[config.mk]
export PLATFORM = sky130hd
export DESIGN_NAME = pwm_multi
export DESIGN_NICKNAME = d
export VERILOG_FILES = /design/src/rtl/pwm_multi.sv
export SDC_FILE = /design/constraint.sdc
export NUM_CORES = 1
export LEC_CHECK = 0
export ABC_AREA = 1
export BUFFER_PORTS_ARGS = -buffer_cell sky130_fd_sc_hd__buf_4
export CAP_MARGIN = 25
export CORE_MARGIN = 10
export CORE_UTILIZATION = 68
export DETAILED_ROUTE_END_ITERATION = 8
export PLACE_DENSITY = 0.82
export RECOVER_POWER = 25
export REMOVE_ABC_BUFFERS = 1
export SLEW_MARGIN = 5
export SYNTH_ARGS = -nofsm -noshare
export SYNTH_HDL_FRONTEND = slang
export SYNTH_SLANG_ARGS = --single-unit
[constraint.sdc]
create_clock -name clk -period 11.45 [get_ports clk]
set_input_delay 3.435 -clock clk [delete_from_list [all_inputs] [get_ports clk]]
set_output_delay 3.435 -clock clk [all_outputs]
set_load 0.02 [all_outputs]
[src/rtl/pwm_multi.sv]
// Multi-channel PWM generator with a shared edge- or center-aligned counter.
// Each channel has a shadow duty register that is copied into its active register on every frame boundary.
module pwm_multi #(
    parameter int              N_CH   = 4,
    parameter int              PERIOD = 1000000,
    parameter int              CNT_W  = 20,
    parameter int              CENTER = 0,
    parameter logic [N_CH-1:0] INV    = '0
) (
    input  logic             clk,
    input  logic             rst,
    input  logic             en,
    input  logic             wr_en,
    input  logic [3:0]       wr_ch,
    input  logic [CNT_W-1:0] wr_duty,
    output logic [N_CH-1:0]  pwm_out,
    output logic             frame_start,
    output logic             wr_err
);

    localparam logic [CNT_W-1:0] LAST = CNT_W'(PERIOD - 1);
    localparam logic [CNT_W-1:0] PER  = CNT_W'(PERIOD);

    logic [CNT_W-1:0] cnt;
    logic [CNT_W-1:0] cnt_nxt;
    logic             down;
    logic             down_nxt;
    logic             boundary;
    logic [CNT_W-1:0] shadow [N_CH];
    logic [CNT_W-1:0] active [N_CH];
    logic [CNT_W-1:0] eff    [N_CH];
    logic [N_CH-1:0]  level;

    // Holding cnt at 0 with direction up while disabled makes the first enabled cycle a boundary.
    assign boundary = en && (cnt == '0) && !down;

    always_comb begin
        cnt_nxt  = cnt;
        down_nxt = down;
        if (!en) begin
            cnt_nxt  = '0;
            down_nxt = 1'b0;
        end else if (CENTER == 0) begin
            cnt_nxt = (cnt == LAST) ? '0 : cnt + 1'b1;
        end else if (!down) begin
            if (cnt == LAST) down_nxt = 1'b1;
            else             cnt_nxt  = cnt + 1'b1;
        end else begin
            if (cnt == '0) down_nxt = 1'b0;
            else           cnt_nxt  = cnt - 1'b1;
        end
    end

    // On the boundary the freshly loaded shadow value already drives the comparison.
    always_comb begin
        level = '0;
        for (int i = 0; i < N_CH; i++) begin
            eff[i] = boundary ? shadow[i] : active[i];
            if (eff[i] > PER) eff[i] = PER;
            level[i] = (cnt < eff[i]) ^ INV[i];
        end
    end

    always_ff @(posedge clk) begin
        if (rst) begin
            cnt         <= '0;
            down        <= 1'b0;
            pwm_out     <= INV;
            frame_start <= 1'b0;
            wr_err      <= 1'b0;
            for (int i = 0; i < N_CH; i++) begin
                shadow[i] <= '0;
                active[i] <= '0;
            end
        end else begin
            cnt         <= cnt_nxt;
            down        <= down_nxt;
            frame_start <= boundary;
            wr_err      <= wr_en && (32'(wr_ch) >= 32'(N_CH));
            pwm_out     <= en ? level : INV;
            for (int i = 0; i < N_CH; i++) begin
                if (wr_en && (32'(wr_ch) == 32'(i))) shadow[i] <= wr_duty;
                if (boundary) active[i] <= shadow[i];
            end
        end
    end

endmodule

==> results of run 1 <==
-- worst max-delay path: stages --
cell	delay (ns)
buf_4	0.07
inv_1	0.04
nor2_1	0.08
nand2_1	0.11
nor2_2	0.10
buf_4	0.40
nand3_2	0.64
buf_4	0.51
o21ai_2	0.30
nand2_1	0.09
nor2_1	0.09
nand2_1	0.10
nor2_1	0.11
nand2_1	0.06
nand2_1	0.35
inv_1	0.23
or2_1	0.27
ha_1	0.29
a21oi_1	0.14
o21ai_0	0.11
nand3_1	0.08
nand2_1	0.05
nand2_1	0.06
a21oi_1	0.06
a211oi_1	0.20
nand2_1	0.09
a21oi_1	0.13
-- synthesized netlist by cell type (2+ instances only) --
library cell and instances:
clkbuf_1 22, nor4_1 11, inv_1 195, nor2_2 6, edfxtp_1 160, buf_2 16
nand3_1 39, ha_1 78, o221ai_1 2, buf_6 5, nor3_1 10, nor3b_1 4
nand2_1 295, inv_2 2, nand2_2 3, or2_1 5, nand4_1 70, o21ai_1 8
a21oi_1 55, buf_4 5, dfxtp_1 26, a211oi_1 4, nor2_4 3, o21a_1 3
o21ai_0 35, o31ai_1 3, or2_2 3, nor2_1 218
-- worst paths after layout --
path | end | slack, ns | start | cells past startpoint
max | pwm_out[2]$_SDFF_PP0_ | 3.58 | en | 27
min | cnt[0]$_SDFF_PP0_ | 0.55 | cnt[0]$_SDFF_PP0_ | 1
max reg2reg | pwm_out[2]$_SDFF_PP0_ | 5.99 | cnt[1]$_SDFF_PP0_ | 28
min reg2reg | cnt[0]$_SDFF_PP0_ | 0.55 | cnt[0]$_SDFF_PP0_ | 1
-- per-layer routing --
metal  up-vias  GRT usage (%)  part of all wire [%]
met5         -              0                     0
met4         0           6.88                   1.5
met3        44           5.87                    11
met2       484           40.4                    46
met1      4207           36.1                    41
li1       4279              -                     -
-- cells by family (layout without fill, tap and decap cells) --
logic type | Yosys count | after routing
xor gates and xnor gates | 1 | 1
and+or+nand+nor | 670 | 670
buffers and inverters | 246 | 272
DFF | 186 | 186
AOI/OAI and AO/OA | 111 | 111
adders and majority gates | 78 | 78
-- registers in the layout, summed over array words and instances (netlist names) --
| register | count |
|---|---|
| active | 80 |
| shadow | 80 |
| cnt | 20 |
| pwm_out | 4 |
| frame_start | 1 |
| wr_err | 1 |
-- metrics by stage --
stage          power (mW)  setup slack [ns]
2_1_floorplan       0.953              3.42
4_1_cts              1.60              3.68
6_report             1.60              3.58
5_1_grt              1.65              3.15
3_5_place_dp         1.03              3.34
3_3_place_gp         1.02              3.33
-- power groups by stage --
stage               logic [mW]  clock network [mW]  registers, mW
floorplan                0.146                   0          0.807
global placement         0.213                   0          0.809
detailed placement       0.220                   0          0.810
CTS                      0.223               0.577          0.795
global route             0.251               0.602          0.799
finish                   0.225               0.578          0.796
-- area by class of cell --
class / count / area share, %
Inverter: 198 / 6.36
Sequential cell: 186 / 45.5
Tap cell: 211 / 2.26
Clock buffer: 20 / 3.82
Clock inverter: 12 / 1.08
Timing Repair Buffer: 42 / 2.61
Multi-Input combinational cell: 860 / 38.3
==> results.md, run 1 <==
* Status: finished with violations
* Failing checks: capacitance limit, slew limit
* Flop pwr share at 49.8%
* Die area at 21300 sq um
* CP Class: primary input to flop
* Die Span X at 146 um
* Via Count at 9014
* Synthesized area per cell at 8.35 sq um
* Final setup TNS at 0 ns
* Total of max-cap violations at 1
* CTS root buffer: clkbuf_16
* Clock power share at 36.2%
* Worst endpoint required time at 11.82 ns
* Final Non-Filler Cells at 1529
* Routed WL at 28000 um
* GRT Residual Overflow at 0
* Io pins at 34
* Placed cells at 1497
* Static Leak at 5.55 nW
* Setup Skew at 0.0126 ns
* HPWL after DPL at 19700 um
* First-pass GRT wire length at 44500 um
* Placed inst area at 11200 sq um
* Post-CTS setup buffer count at 0
* Most common library cell in the layout ignoring fill and taps: nand2_1
* Synth area leader: edfxtp_1
* Adder-Cell Fraction of Synth Area at 9.05%
* # fillers at 1089
* GP Congestion at 1.02
* Seq/Total Area, Yosys at 49.4%
* Commonest cells after routing, fill and taps aside: nand2_1, nor2_1, inv_1, edfxtp_1, ha_1
* Final setup violation count at 0
* Combined area of the multi-input logic cells at 4480 sq um
* Share of layout cells above drive strength 1 at 6.45%
* Drt pass-1 iters at 6
* Yosys cell types at 34
* CTS Sinks at 186
* Yosys reg bits at 186
* Sw power at 0.457 mW
* Largest net degree at the start of global routing at 62
* Largest family of logic cells by synthesized area: simple AND/OR/NAND/NOR gates
* Slew @ Worst Pin at 1.71 ns
* Pint at 1.14 mW
* RSZ-0062 raised after global routing: no
* Post-synth EDFFs at 160
* Hold Crit Class: flop to flop
* Setup crit start kind: primary input
* DRT antenna net count at 0
* Die H at 146 um
* TritonCTS buffer count at 17
* Final #Nets at 1411
* PD cells at 137 nW/um^2
* Post-Synthesis Cells at 1292
* Worst setup EP type: flop
* # rows at 45
* Final count of hold timing violations at 0
* Largest cells by area after synthesis: edfxtp_1, nand2_1, ha_1
* FF+latch area at 5330 sq um
* Worst-Skew Late Latency at 0.45 ns
* Clock Path Buffers at 2
* Final core utilization at 76.1%
* ANT cells at 0
* GRT Total Usage at 26.1%
* Arrival time at the worst endpoint at 8.24 ns
* Hold_buf cts at 0
* Main synth FF type: edfxtp_1
* Number of global-route vias before repair at 8546
* Vias/cell at 5.90
* Max Clock Freq at 127 MHz
* PortBufs at 33
* Antenna violations before repair at 0
* Slew margin rel. at -13.9%
* Clk slew on worst S/H paths at 0.07 ns
* Synth Area in XOR/XNOR at 0.0812%
* Final non-filler cell area at 11700 sq um
* Synth Area in Simple Gates at 26.7%
* FFs w/ async S/R, synth at 0%
* Final Hold Slack at 0.545 ns
* Area delta synth->final at 8.41%
* Synth top area share at 44.5%
* Cell Area, Synth at 10800 sq um
* Yosys warns at 0
* Sw frac at 28.6%
* Starting Density at 70.2%
* Multiplexer area fraction after synthesis at 0%
* Core ar. at 15400 sq um
* CTS H-tree depth at 4
* Initial DRC count at 1321
* CTS tree: done
* Avg WL per Cell at 18.3 um
* Final period utilization at 68.7%
* Synth Area in Compound Gates at 5.49%
* Combinational fraction of design power at 14.1%
* CP Max Fanout at 48
* Worst VDD drop at 126 uV
* Residual DRC count at 0
* Minimum clock period after layout at 7.87 ns
* Slew Viols, Final at 35
* # resized after CTS at 0
(Power assumes the default switching activity.)
==> run 2, diff against run 1 <==
Settings changed: CORE_UTILIZATION 68 to 57, PLACE_DENSITY 0.82 to 0.73.
Clock period 11.45 ns to 6.7 ns, I/O delays scaled along.
==> run 2 against run 1 <==
  * The flow still finishes with violations (capacitance limit, slew limit)
  * Highest routed layer unchanged
  * Non-clock buffer count rose by 2
  * Total power increased by 74%
  * Global-route usage down 2.7 points
  * Critical endpoint is now pwm_out[0]$_SDFF_PP0_
  * Register-to-register slack worse by 4.4 ns
  * Largest cell class unchanged
  * Sequential cell count stayed put
==> results.md, run 2 (synthesized netlist as in run 1, its figures left out) <==
* Setup Skew at 0.0118 ns (-0.000802 ns)
* Worst-path cell chain: buf_4 > inv_1 > nor2_1 > nand2_1 > nor2_4 > nand3_4 > o21ai_0 > nand2_1 > nor3_1 > nand3_1 > nand2_1 > inv_1 > nor2_1 > ha_1 > nand2_1 > o21ai_0 > nand3_1 > nand2_1 > nand2_1 > a21oi_1 > a211oi_1 > nand2_1 > a21oi_1
* Buffer and inverter count on the worst path at 3 (-2)
* Minimum clock period after layout at 5.72 ns
* Starting Density at 57.9% (-12 points)
* DRT antenna net count at 0 (unchanged)
* TritonCTS buffer count at 17 (unchanged)
* Crit Reg-Reg Endpoint: pwm_out[0]$_SDFF_PP0_
* Reg-to-reg slack, setup at 1.62 ns (-4.37 ns)
* Max Clock Freq at 175 MHz
* Largest net degree at the start of global routing at 55 (-11%)
* Met2 routed WL at 13300 um (+2.7%)
* Total of max-cap violations at 1 (unchanged)
* Share of layout cells above drive strength 1 at 6.82% (+0.37 points)
* Hold_buf cts at 0 (unchanged)
* GRT Total Usage at 23.4% (-2.7 points)
* GP Congestion at 0.971 (-4.6%)
* CTS Sinks at 186 (unchanged)
* Worst VDD drop at 201 uV (+60%)
* Slew margin rel. at -14.7% (-0.79 points)
* Clock Path Buffers at 2 (unchanged)
* Number of global-route vias before repair at 8368 (-2.1%)
* Top sig layer: met4
* CTS H-tree depth at 4 (unchanged)
* # resized after CTS at 0 (unchanged)
* Drt pass-1 iters at 5 (-1)
* GRT Residual Overflow at 0 (unchanged)
* Via Count at 8674 (-3.8%)
* Final Hold Slack at 0.571 ns (+0.0257 ns)
* Slew @ Worst Pin at 1.72 ns (+0.0119 ns)
* Most used cell, CP: nand2_1
* Antenna violations before repair at 0 (unchanged)
* Residual DRC count at 0 (unchanged)
* ANT cells at 0 (unchanged)
* Final setup violation count at 0 (unchanged)
* Worst-Skew Late Latency at 0.45 ns (about the same)
* Worst Hold Path Cells at 2 (+1)
* Worst endpoint required time at 7.08 ns (-4.74 ns)
* CTS tree: done
* Static Leak at 5.58 nW (+0.43%)
* Vias/cell at 5.58 (-5.3%)
* Final #Nets at 1413 (+0.14%)
* Most common library cell in the layout ignoring fill and taps: nand2_1
* Hold_sp: shadow[0][40]$_SDFFCE_PN0P_
* RSZ-0062 raised after global routing: no
* R2R Path Start: cnt[0]$_SDFF_PP0_
* PD cells at 236 nW/um^2 (+73%)
* Max incr delay on CP at 0.50 ns (-0.14 ns)
* First-pass GRT wire length at 44500 um (-0.11%)
* CP Class: primary input to flop
* Initial DRC count at 852 (-36%)
* # rows at 50 (+11%)
* WHS Endpoint: active[2][0]$_SDFFCE_PN0P_
* Largest registers: active x80, shadow x80, cnt x20
* Clk slew on worst S/H paths at 0.08 ns (about the same)
* CTS root buffer: clkbuf_16
* # fillers at 1611 (+48%)
* Final setup TNS at 0 ns (unchanged)
* Post-CTS setup buffer count at 0 (unchanged)
* Core ar. at 18600 sq um (+21%)
* Hold Crit Class: flop to flop
* Final count of hold timing violations at 0 (unchanged)
* HPWL after DPL at 20100 um (+2.2%)
* Commonest cells after routing, fill and taps aside: nand2_1, nor2_1, inv_1, edfxtp_1, ha_1
* Io pins at 34 (unchanged)
* Arrival time at the worst endpoint at 6.10 ns (-2.14 ns)
* CP Max Fanout at 34 (-29%)
* Crit-path slowest cell: nand3_4
* Setup crit start kind: primary input
* Crit-path leading delay family: simple AND/OR/NAND/NOR gates
* Slew Viols, Final at 35 (unchanged)
* Status: finished with violations
* Final period utilization at 85.3%
* Wire length on met1 at 12100 um (+4.4%)
* Routed WL at 28000 um (+0.11%)
* PortBufs at 33 (unchanged)
* Die Span X at 158 um (+8.0%)
* Die H at 158 um (+8.0%)
* Worst setup EP type: flop
* Area delta synth->final at 9.14%
* Failing checks: capacitance limit, slew limit
* Routed wl met3 at 2070 um (-31%)
* Die area at 24800 sq um (+17%)
* Avg WL per Cell at 18.0 um (-1.5%)
* R2r worst-path depth at 26 (-7.1%)
[run 2: cell count changes in the layout (fill, tap and decap cells not counted), sizes merged]
cell      previous run  this run
clkbuf              30        26
buf                 32        35
bufinv               0         1
clkinvlp             1         2
inv                204       205
[run 2: where the power goes]
group	internal, mW	leakage, nW	switching [mW]
registers	1.33	1.84	0.0248
logic	0.114	3.44	0.270
clock network	0.537	0.291	0.504
[run 2: worst max path at each step]
stage               from                    endpoint  slack (ns)  cells after the start
global placement      en       pwm_out[0]$_SDFF_PP0_        0.71                     23
finish                en       pwm_out[0]$_SDFF_PP0_        0.98                     23
floorplan             en  active[0][0]$_SDFFCE_PN0P_         0.1                      6
detailed placement    en       pwm_out[0]$_SDFF_PP0_        0.67                     23
global route          en       pwm_out[3]$_SDFF_PP0_        0.70                     21
CTS                   en       pwm_out[0]$_SDFF_PP0_        1.12                     23
[run 2: final cells by class]
type	count	area (sq um)	share of cell area [%]
sequential	186	5330	45.2
tap	234	293	2.49
timing repair buffer	44	324	2.75
inverter	198	743	6.31
multi-input combinational	860	4480	38.1
clock inverter	15	179	1.52
clock buffer	17	425	3.61
[run 2: per-stage QoR]
| step | instance area [sq um] | std cells | power, mW | worst slack [ns] | utilization [%] |
|---|---|---|---|---|---|
| after detailed placement | 11200 | 1522 | 1.77 | 0.668 | 60.3 |
| final | 11800 | 1554 | 2.78 | 0.984 | 63.1 |
| after global placement | 11200 | 1519 | 1.75 | 0.706 | 60.0 |
| after CTS | 11800 | 1554 | 2.79 | 1.12 | 63.5 |
| after global routing | 11800 | 1554 | 2.90 | 0.704 | 63.1 |
| after floorplan | 10500 | 1244 | 1.63 | 0.0969 | - |
[run 2: worst reg2reg max path, stage by stage, from the launching register on]
cell,delay (ns)
dfxtp_1,0.41
inv_1,0.13
ha_1,0.16
inv_1,0.06
nor2_1,0.11
nand2_2,0.11
nor2_4,0.09
buf_4,0.38
nand3_2,0.56
buf_12,0.38
nand2_1,0.08
o21ai_0,0.21
nor3_1,0.44
nand3_1,0.12
nand2_1,0.38
inv_1,0.21
nor2_1,0.14
ha_1,0.24
nand2_1,0.11
o21ai_0,0.10
nand3_1,0.07
nand2_1,0.05
nand2_1,0.05
a21oi_1,0.06
a211oi_1,0.18
nand2_1,0.08
a21oi_1,0.13
[run 2: layer usage]
metal | track usage [%] | vias to the layer above
met3 | 3.93 | 35
met5 | 0 | -
li1 | - | 4274
met2 | 37.7 | 319
met4 | 7.21 | 0
met1 | 31.5 | 4046
